## src/rtl/fpga_run_pkg.sv

```systemverilog
// Shared types and constants for the run sequencer: FSM states, step counter
// width and the out-channel element type.
package fpga_run_pkg;

   typedef enum logic [2:0] {
      ST_IDLE,
      ST_ISSUE,
      ST_WAIT,
      ST_CHECK,
      ST_DONE
   } seq_state_t;

   localparam int STEP_CNT_W = 32;
   localparam int MEM_ELEM_W = 12;

   typedef logic [MEM_ELEM_W-1:0] mem_elem_t;

endpackage

```

## src/rtl/fpga_run_sequencer_out_checker.sv

```systemverilog
// Expected-value table plus out-channel comparator: wrapping position, sticky
// mismatch flag and saturating write count. SEQ_TRACE_EN adds mismatch prints.
module out_checker import fpga_run_pkg::*; #(
   parameter int MemoryElementWidth = MEM_ELEM_W,
   parameter int NOut = 2,
   localparam int AddrWidth = (NOut > 1) ? $clog2(NOut) : 1,
   localparam int CountWidth = $clog2(NOut + 2)
) (
   input  logic                          i_clock,
   input  logic                          i_reset,
   input  logic                          i_clear,
   input  logic                          i_active,
   input  logic                          i_cfg_en,
   input  logic [AddrWidth-1:0]          i_cfg_addr,
   input  logic [MemoryElementWidth-1:0] i_cfg_data,
   input  logic                          i_out_valid,
   input  logic [MemoryElementWidth-1:0] i_out_data,
   output logic                          o_mismatch,
   output logic [CountWidth-1:0]         o_out_count
);

   logic [MemoryElementWidth-1:0] r_expected [NOut];
   logic [AddrWidth-1:0]          r_out_pos;
   logic [CountWidth-1:0]         r_out_count;
   logic                          r_mismatch;
   logic [MemoryElementWidth-1:0] w_expected;
   logic                          w_hit;

   // The table survives reset so a board harness loads it once for many runs.
   always_ff @(posedge i_clock) begin
      if (i_cfg_en) begin
         r_expected[i_cfg_addr] <= i_cfg_data;
      end
   end

   assign w_expected = r_expected[r_out_pos];
   assign w_hit      = i_active && i_out_valid;

   always_ff @(posedge i_clock or posedge i_reset) begin
      if (i_reset) begin
         r_out_pos   <= '0;
         r_out_count <= '0;
         r_mismatch  <= 1'b0;
      end else if (i_clear) begin
         r_out_pos   <= '0;
         r_out_count <= '0;
         r_mismatch  <= 1'b0;
      end else if (w_hit) begin
         if (i_out_data != w_expected) begin
            r_mismatch <= 1'b1;
         end
         r_out_pos <= (r_out_pos == AddrWidth'(NOut - 1)) ? '0 : r_out_pos + 1'b1;
         // Saturating one past NOut is enough to tell "too many writes" apart.
         if (r_out_count != CountWidth'(NOut + 1)) begin
            r_out_count <= r_out_count + 1'b1;
         end
      end
   end

   assign o_mismatch  = r_mismatch;
   assign o_out_count = r_out_count;

`ifdef SEQ_TRACE_EN
   always @(posedge i_clock) begin
      if (!i_reset && w_hit && (i_out_data != w_expected)) begin
         $display("[out_checker] mismatch at out_pos %0d: expected %0d actual %0d",
                  r_out_pos, w_expected, i_out_data);
      end
   end
`endif

endmodule

```

## src/rtl/fpga_run_sequencer.sv

```systemverilog
// Single-step sequencer for one program core: strobes steps, enforces a step
// budget and grades out-channel writes. SEQ_TRACE_EN adds per-step prints.
module fpga_run_sequencer import fpga_run_pkg::*; #(
   parameter int MemoryElementWidth = MEM_ELEM_W,
   parameter int NOut = 2,
   parameter int NInstructions = 12,
   parameter int MaxSteps = 64,
   parameter int IpWidth = 16,
   localparam int AddrWidth = (NOut > 1) ? $clog2(NOut) : 1,
   localparam int CountWidth = $clog2(NOut + 2)
) (
   input  logic                          i_clock,
   input  logic                          i_reset,
   input  logic                          i_run,
   input  logic                          i_cfg_we,
   input  logic [AddrWidth-1:0]          i_cfg_addr,
   input  logic [MemoryElementWidth-1:0] i_cfg_data,
   output logic                          o_step,
   input  logic                          i_step_done,
   input  logic [IpWidth-1:0]            i_ip,
   input  logic                          i_out_valid,
   input  logic [MemoryElementWidth-1:0] i_out_data,
   output logic                          o_finished,
   output logic                          o_success,
   output logic                          o_timeout,
   output logic [STEP_CNT_W-1:0]         o_steps
);

   seq_state_t              r_state;
   logic                    r_step;
   logic                    r_finished;
   logic                    r_success;
   logic                    r_timeout;
   logic [STEP_CNT_W-1:0]   r_steps;

   logic                    w_idle_like;
   logic                    w_start;
   logic                    w_active;
   logic                    w_cfg_en;
   logic [STEP_CNT_W-1:0]   w_steps_inc;
   logic                    w_ended;
   logic                    w_budget_hit;
   logic                    w_mismatch;
   logic [CountWidth-1:0]   w_out_count;

   assign w_idle_like  = (r_state == ST_IDLE) || (r_state == ST_DONE);
   assign w_start      = w_idle_like && i_run;
   assign w_active     = (r_state == ST_ISSUE) || (r_state == ST_WAIT) || (r_state == ST_CHECK);
   assign w_cfg_en     = w_idle_like && i_cfg_we;
   assign w_steps_inc  = r_steps + 32'd1;
   assign w_ended      = i_ip >= IpWidth'(NInstructions);
   assign w_budget_hit = w_steps_inc == STEP_CNT_W'(MaxSteps);

   out_checker #(
      .MemoryElementWidth (MemoryElementWidth),
      .NOut               (NOut)
   ) u_out_checker (
      .i_clock     (i_clock),
      .i_reset     (i_reset),
      .i_clear     (w_start),
      .i_active    (w_active),
      .i_cfg_en    (w_cfg_en),
      .i_cfg_addr  (i_cfg_addr),
      .i_cfg_data  (i_cfg_data),
      .i_out_valid (i_out_valid),
      .i_out_data  (i_out_data),
      .o_mismatch  (w_mismatch),
      .o_out_count (w_out_count)
   );

   // r_step is raised on every transition into ISSUE so it is high exactly
   // while the FSM sits in ISSUE.
   always_ff @(posedge i_clock or posedge i_reset) begin
      if (i_reset) begin
         r_state    <= ST_IDLE;
         r_step     <= 1'b0;
         r_finished <= 1'b0;
         r_success  <= 1'b0;
         r_timeout  <= 1'b0;
         r_steps    <= '0;
      end else begin
         case (r_state)
            ST_IDLE, ST_DONE: begin
               if (i_run) begin
                  r_steps    <= '0;
                  r_finished <= 1'b0;
                  r_success  <= 1'b0;
                  r_timeout  <= 1'b0;
                  r_step     <= 1'b1;
                  r_state    <= ST_ISSUE;
               end
            end
            ST_ISSUE: begin
               r_step  <= 1'b0;
               r_state <= ST_WAIT;
            end
            ST_WAIT: begin
               if (i_step_done) begin
                  r_steps <= w_steps_inc;
                  // Program end wins over budget exhaustion on the same step.
                  if (w_ended) begin
                     r_state <= ST_CHECK;
                  end else if (w_budget_hit) begin
                     r_timeout  <= 1'b1;
                     r_finished <= 1'b1;
                     r_success  <= 1'b0;
                     r_state    <= ST_DONE;
                  end else begin
                     r_step  <= 1'b1;
                     r_state <= ST_ISSUE;
                  end
               end
            end
            ST_CHECK: begin
               r_success  <= !w_mismatch && (w_out_count == CountWidth'(NOut));
               r_finished <= 1'b1;
               r_state    <= ST_DONE;
            end
            default: begin
               r_step  <= 1'b0;
               r_state <= ST_IDLE;
            end
         endcase
      end
   end

   assign o_step     = r_step;
   assign o_finished = r_finished;
   assign o_success  = r_success;
   assign o_timeout  = r_timeout;
   assign o_steps    = r_steps;

`ifdef SEQ_TRACE_EN
   always @(posedge i_clock) begin
      if (!i_reset && (r_state == ST_WAIT) && i_step_done) begin
         $display("[fpga_run_sequencer] step %0d ip %0d", w_steps_inc, i_ip);
      end
   end
`endif

endmodule

```

## config.mk

```make
export PLATFORM = sky130hd
export DESIGN_NAME = fpga_run_sequencer
export DESIGN_NICKNAME = d
export VERILOG_FILES = /design/src/rtl/fpga_run_pkg.sv /design/src/rtl/fpga_run_sequencer_out_checker.sv /design/src/rtl/fpga_run_sequencer.sv
export SDC_FILE = /design/constraint.sdc
export NUM_CORES = 1
export LEC_CHECK = 0
export ABC_AREA = 1
export CAP_MARGIN = 10
export CORE_MARGIN = 10
export CORE_UTILIZATION = 45
export DETAILED_ROUTE_END_ITERATION = 6
export GPL_TIMING_DRIVEN = 0
export PLACE_DENSITY = 0.7
export RECOVER_POWER = 25
export SETUP_SLACK_MARGIN = 0.5
export SYNTH_ARGS = -nofsm -noshare
export SYNTH_HDL_FRONTEND = slang
export SYNTH_SLANG_ARGS = --single-unit
```

## constraint.sdc

```tcl
create_clock -name i_clock -period 2.88 [get_ports i_clock]
set_clock_uncertainty 0.05 [all_clocks]
set_input_delay 0.576 -clock i_clock [delete_from_list [all_inputs] [get_ports i_clock]]
set_output_delay 0.576 -clock i_clock [all_outputs]
set_load 0.02 [all_outputs]
```

# After elaboration in Yosys (flattened, before gate mapping)
# Memory sizes are Yosys's and may differ from the RTL's.
# Index checks and enable logic that the tools add are counted.
[totals]
reg_bits = 43
mem_bits_rw = 24
input_bits = 47
output_inout_bits = 36
wordCells = 84
mem_count = 1
[memory_table]
columns = ["name", "words", "word_bits", "read_ports", "rd_ports_with_merged_regs", "write_ports", "line_no", "rtl"]
rows = [
  ["u_out_checker.r_expected", 2, 12, 1, 0, 1, "fpga_run_sequencer_out_checker.sv:22", "logic [MemoryElementWidth-1:0] r_expected [NOut];"],
]
[op_classes]
addsub = 3
order_cmp = 1
eq_ne = 13
muxes = 34
n_bitwise = 1
n_reduce_logical = 22
[op_table]
columns = ["cell", "count"]
rows = [
  ["32-bit 2-to-1 mux", 2],
  ["32-bit one-hot mux with 2 select lines", 1],
  ["32-bit by 1-bit adder with 32-bit output, second input constant", 1],
  ["32-bit by 7-bit equality test with 1-bit output, second input constant", 1],
  ["1-bit 2-to-1 mux", 19],
  ["16-bit by 4-bit greater-or-equal comparator with 1-bit output, second input constant", 1],
  ["5-bit AND reduction", 3],
  ["3-bit 2-to-1 mux", 4],
  ["12-bit inequality test", 1],
  ["2-bit inequality test, second input constant", 6],
  ["3-bit one-hot mux with 4 select lines", 1],
  ["1-bit one-hot mux with 3 select lines", 3],
  ["2-bit nonzero test", 4],
  ["3-bit by 2-bit equality test with 1-bit output, second input constant", 2],
  ["2-bit 2-to-1 mux", 3],
  ["2-bit AND reduction", 3],
  ["1-bit logical AND", 4],
  ["3-bit by 1-bit equality test with 1-bit output, second input constant", 1],
  ["3-bit equality test, second input constant", 1],
  ["3-bit logical NOT", 1],
  ["1-bit logical OR", 3],
  ["3-bit AND reduction", 1],
  ["3-bit nonzero test", 1],
  ["2-bit by 1-bit adder with 2-bit output, second input constant", 1],
  ["6 further kinds", 6],
]

# Logic depth before layout (Yosys ltp)
[logic_depth]
ltp_word = 6
depth_mapped = 16
mapped_depth_nobuf = 16

# Modules after synthesis
# A second synthesis with hierarchy kept.
[unflattened]
cells_unflattened = 582
hier_area_um2 = 4100.2
[modules_own_cells]
columns = ["mod", "n_inst", "cells_per_inst", "area_each_um2", "seq_area_each_um2"]
rows = [
  ["fpga_run_sequencer", 1, 428, 2710.1, 975.9],
  ["out_checker", 1, 154, 1390.1, 820.8],
]

# Least setup slack after synthesis
# OpenSTA, ideal clock, no wires.
[synth_path]
path_kind = "register to register"
from = "register r_steps[1] (netlist: o_steps[1])"
to = "register r_finished (netlist: o_finished)"
t_arrival_ns = 2.002
setup_slack_ns = 0.710
stages_incl_launch_ff = 17
n_path_buf = 0
synth_period_minus_slack_ns = 2.170
path_cell_list = "dfrtp_1 -> ha_1 -> nand2_2 -> nor2_4 -> nand2_4 -> nor2_4 -> nand2_1 -> nand2_1 -> nand2_2 -> nor2_1 -> nand2_1 -> nor2_2 -> nand3_2 -> nand2_2 -> nand3_2 -> nand2_1 -> nand2_1"
[synth_via]
elab_chain_cells = 4
[synth_lines]
columns = ["item", "line_no", "rtl"]
rows = [
  ["start: declaration", "fpga_run_sequencer.sv:34", "logic [STEP_CNT_W-1:0] r_steps;"],
  ["start signal: assignment", "fpga_run_sequencer.sv:99", "r_steps <= w_steps_inc;"],
  ["32-bit by 1-bit adder with 32-bit output", "fpga_run_sequencer.sv:50", "assign w_steps_inc = r_steps + 32'd1;"],
  ["32-bit by 7-bit equality test with 1-bit output", "fpga_run_sequencer.sv:52", "assign w_budget_hit = w_steps_inc == STEP_CNT_W'(MaxSteps);"],
  ["2-bit inequality test (no line)", "--", ""],
  ["5-bit AND reduction (no line)", "--", ""],
  ["end signal: assignment", "fpga_run_sequencer.sv:77", "r_finished <= 1'b0;"],
  ["end signal: assignment", "fpga_run_sequencer.sv:86", "r_finished <= 1'b0;"],
  ["end signal: assignment", "fpga_run_sequencer.sv:105", "r_finished <= 1'b1;"],
  ["end: declaration", "fpga_run_sequencer.sv:31", "logic r_finished;"],
]
# No other way between the ends.
# A chain may end at the register's enable or synchronous reset.

# Worst setup path after layout
[layout_path]
from = "register r_steps[1] (netlist: o_steps[1])"
to = "register r_success (netlist: o_success)"
[layout_via]
elab_chain_cells = 4
[layout_lines]
columns = ["item", "line_no", "rtl"]
rows = [
  ["32-bit by 1-bit adder with 32-bit output", "fpga_run_sequencer.sv:50", ""],
  ["32-bit by 7-bit equality test with 1-bit output", "fpga_run_sequencer.sv:52", ""],
  ["2-bit inequality test (no line)", "--", ""],
  ["5-bit AND reduction (no line)", "--", ""],
  ["end signal: assignment", "fpga_run_sequencer.sv:115", "r_success <= !w_mismatch && (w_out_count == CountWidth'(NOut));"],
  ["end: declaration", "fpga_run_sequencer.sv:32", "logic r_success;"],
]
# No other way between the ends.

==> run metrics <==
WL/cell roughly 15 um; grt total ovfl 0; Synth cell types 26; Pre-Repair DR Iteration Count 7; Core ar. between 8000 and 9000 um^2; count leader, synth nand2_1; H-tree lvl count 3; placed cells between 700 and 800; Psw about 1200 uW; worst skew pair latency 0.35 ns; final worst-path setup slack 0.6478 ns; Cell Area, Synth 4065 um^2; Finished Cell Area about 5400 um^2; detailed placement HPWL about 9000 um; Worst Hold Class register to register; gr usage total 0.1754; TNS Setup 0 ns; CP Capture Type register; Area Growth Syn to Fin 32.87%; clock power share 0.277; Worst Max-Slew Pin Slew 1.060 ns; Reg power frac 0.395; CTS Root Cell clkbuf_8; Sw Ratio 0.3796; multi-input logic area just over 2000 um^2; worst-path maximum fanout 5; post-route ant nets 0; first-pass GRT wire length ~19000 um; Synth Register Bits 67; largest cells by area after synthesis dfrtp_1 26%, nand2_1 19%, edfxtp_1 18%; asr flop ratio synth 0.6418; register area roughly 1800 um^2; Initial DRC Count 269; fin crit period about 2.2 ns; Mean Syn Cell Area approximately 7.2 um^2; largest net degree at the start of global routing 28; Final Non-Filler Cells 777; Fmax approximately 450 MHz; vias in the first global route 4026; fraction of the yosys area taken by sequential cells 0.4420; crit path launch type register; die width about 120 um; Post-DP Area roughly 5000 um^2; syn_nets roughly 610; RSZ-0062 raised after global routing no; clk sinks 67; MaxCap Viol Count 0; Fill cells 779; clock tree buffer depth 2; DRC 0; worst rel slew slack 0.2908; Port-buffer cells 80; internal power around 1900 uW; Req. time, crit path between 3 and 4 ns; Static Leak between 0.002 and 0.0025 uW; P per Cell Area between 500 and 600 nW/um^2; initial antenna violation count 0; Main synth FF type dfrtp_1; DRT Wirelength roughly 12000 um; die footprint approximately 13000 um^2; clock slew at reported path FFs 0.09 ns; Mapped Cells 561; Synth top area share 0.2647; WS Path Type register to register; share of post-route cells with drive strength above 1 0.1375; chip height about 120 um; routed vias 4076; Comb power frac 0.329; status completed; Num CTS Buffers 9; Placement Setup Slack ~0.37 ns; Max Transition Viols Final 0; Worst EP arrival about 2.4 ns; Vias/cell about 5.2; maximum vdd drop 350.7 uV; Placer Congestion around 0.95; EDFF count, synth 24; Post-synth top cells 201 x nand2_1, 71 x nor2_1, 69 x inv_1; fin crit share 0.7751; # rows 34; Initial Utilization 0.4639; io pins just over 80; CTS tree done; nets@finish ~710; Final Hold Vio Count 0; Setup Viol. Count Final 0; Synth area leader dfrtp_1; Diodes inserted 0; synth warn 0
-- registers in the layout (all words and copies together) (netlist names) --
register	flops
o_timeout	1
u_out_checker.r_out_pos	1
u_out_checker.o_out_count	2
o_step	1
r_state	3
o_steps	32
o_success	1
o_finished	1
u_out_checker.r_expected	24
u_out_checker.o_mismatch	1
-- layout make-up --
class,instances,area share
Multi-Input combinational cell,417,0.3820
Sequential cell,67,0.3347
Timing Repair Buffer,92,0.1652
Inverter,70,0.04864
Tap cell,108,0.02502
Clock buffer,9,0.02293
Clock inverter,7,0.01552
Buffer,7,0.006023
-- through the flow --
stage | utilization | hold WS, ns | power, uW
after floorplan | - | 0.4322 | 1822
after global placement | 0.5707 | 0.4128 | 2146
after detailed placement | 0.5730 | 0.4167 | 2175
after CTS | 0.5969 | 0.4376 | 3019
after global routing | 0.6164 | 0.4498 | 3243
final | 0.6164 | 0.4304 | 3055
-- routing by layer --
metal  GRT usage  share of wire  up-vias
met5           0              0        -
met4     0.04703          0.011        0
met3     0.04948          0.095       13
met2      0.2995           0.49      160
met1      0.2116           0.40     1914
li1            -              -     1989
-- final timing paths --
kind	from	to	slack [ns]	cells after the start
setup / recovery	o_steps[1]$_DFFE_PP0P_	o_success$_DFFE_PP0P_	0.65	16
hold / removal	o_finished$_DFFE_PP0P_	o_finished$_DFFE_PP0P_	0.43	2
setup reg to reg	o_steps[1]$_DFFE_PP0P_	o_success$_DFFE_PP0P_	0.65	16
hold reg to reg	o_finished$_DFFE_PP0P_	o_finished$_DFFE_PP0P_	0.43	2
max in group asynchronous	i_reset	o_steps[1]$_DFFE_PP0P_	0.88	3
min in group asynchronous	i_reset	o_steps[22]$_DFFE_PP0P_	0.70	2
-- worst max-delay path: stages (launching register included) --
cell and delay, ns:
dfrtp_2 0.41, ha_4 0.15, nand2_2 0.08, nor2_4 0.22, nand2_4 0.12, nor2_4 0.16, nand2_1 0.07, nand2_1 0.07
nand2_2 0.07, nor2_1 0.09, nand2_1 0.08, nor2_2 0.17, nand3_2 0.10, nand2_2 0.09, nand3_2 0.08, nand2_1 0.07
nand2_1 0.05
-- power by group through the flow --
| stage | Combinational (uW) | Sequential, uW | Clock [uW] |
|---|---|---|---|
| after detailed placement | 950 | 1220 | 0 |
| final | 1000 | 1210 | 845 |
| after global routing | 1130 | 1220 | 898 |
| after floorplan | 574 | 1250 | 0 |
| after global placement | 927 | 1220 | 0 |
| after CTS | 958 | 1210 | 855 |
-- layout by cell type (no fill, tap or decap), drive strengths merged --
cell and instances:
nand2 213, nor2 87, inv 74, clkdlybuf4s50 67, dfrtp 43, nand3 36
o21ai 32, edfxtp 24, clkbuf 17, xor2 13, dlygate4sd3 13, buf 11
o22ai 8, nand4 7, nor4 6, a21oi 5, nor3 5, ha 3
a31oi 1, a22o 1, clkinv 1, clkinvlp 1, bufinv 1
-- what timing repair did --
item | CTS | global route
gates resized for setup | 1 | 43
pin swaps | 0 | 12
hold buffers | 0 | 0
setup buffers | 0 | 11
setup endpoints to repair | 2 | 36
-- logic make-up after synthesis --
logic type	share of synthesized area
XOR/XNOR	0.02801
buffers and inverters	0.07110
AND/OR/NAND/NOR	0.3881
AO/OA/AOI/OAI	0.06156
adder cells (fa/ha/maj)	0.009235
flip-flops	0.4420
Note: power is estimated with default switching activity, not from simulation.
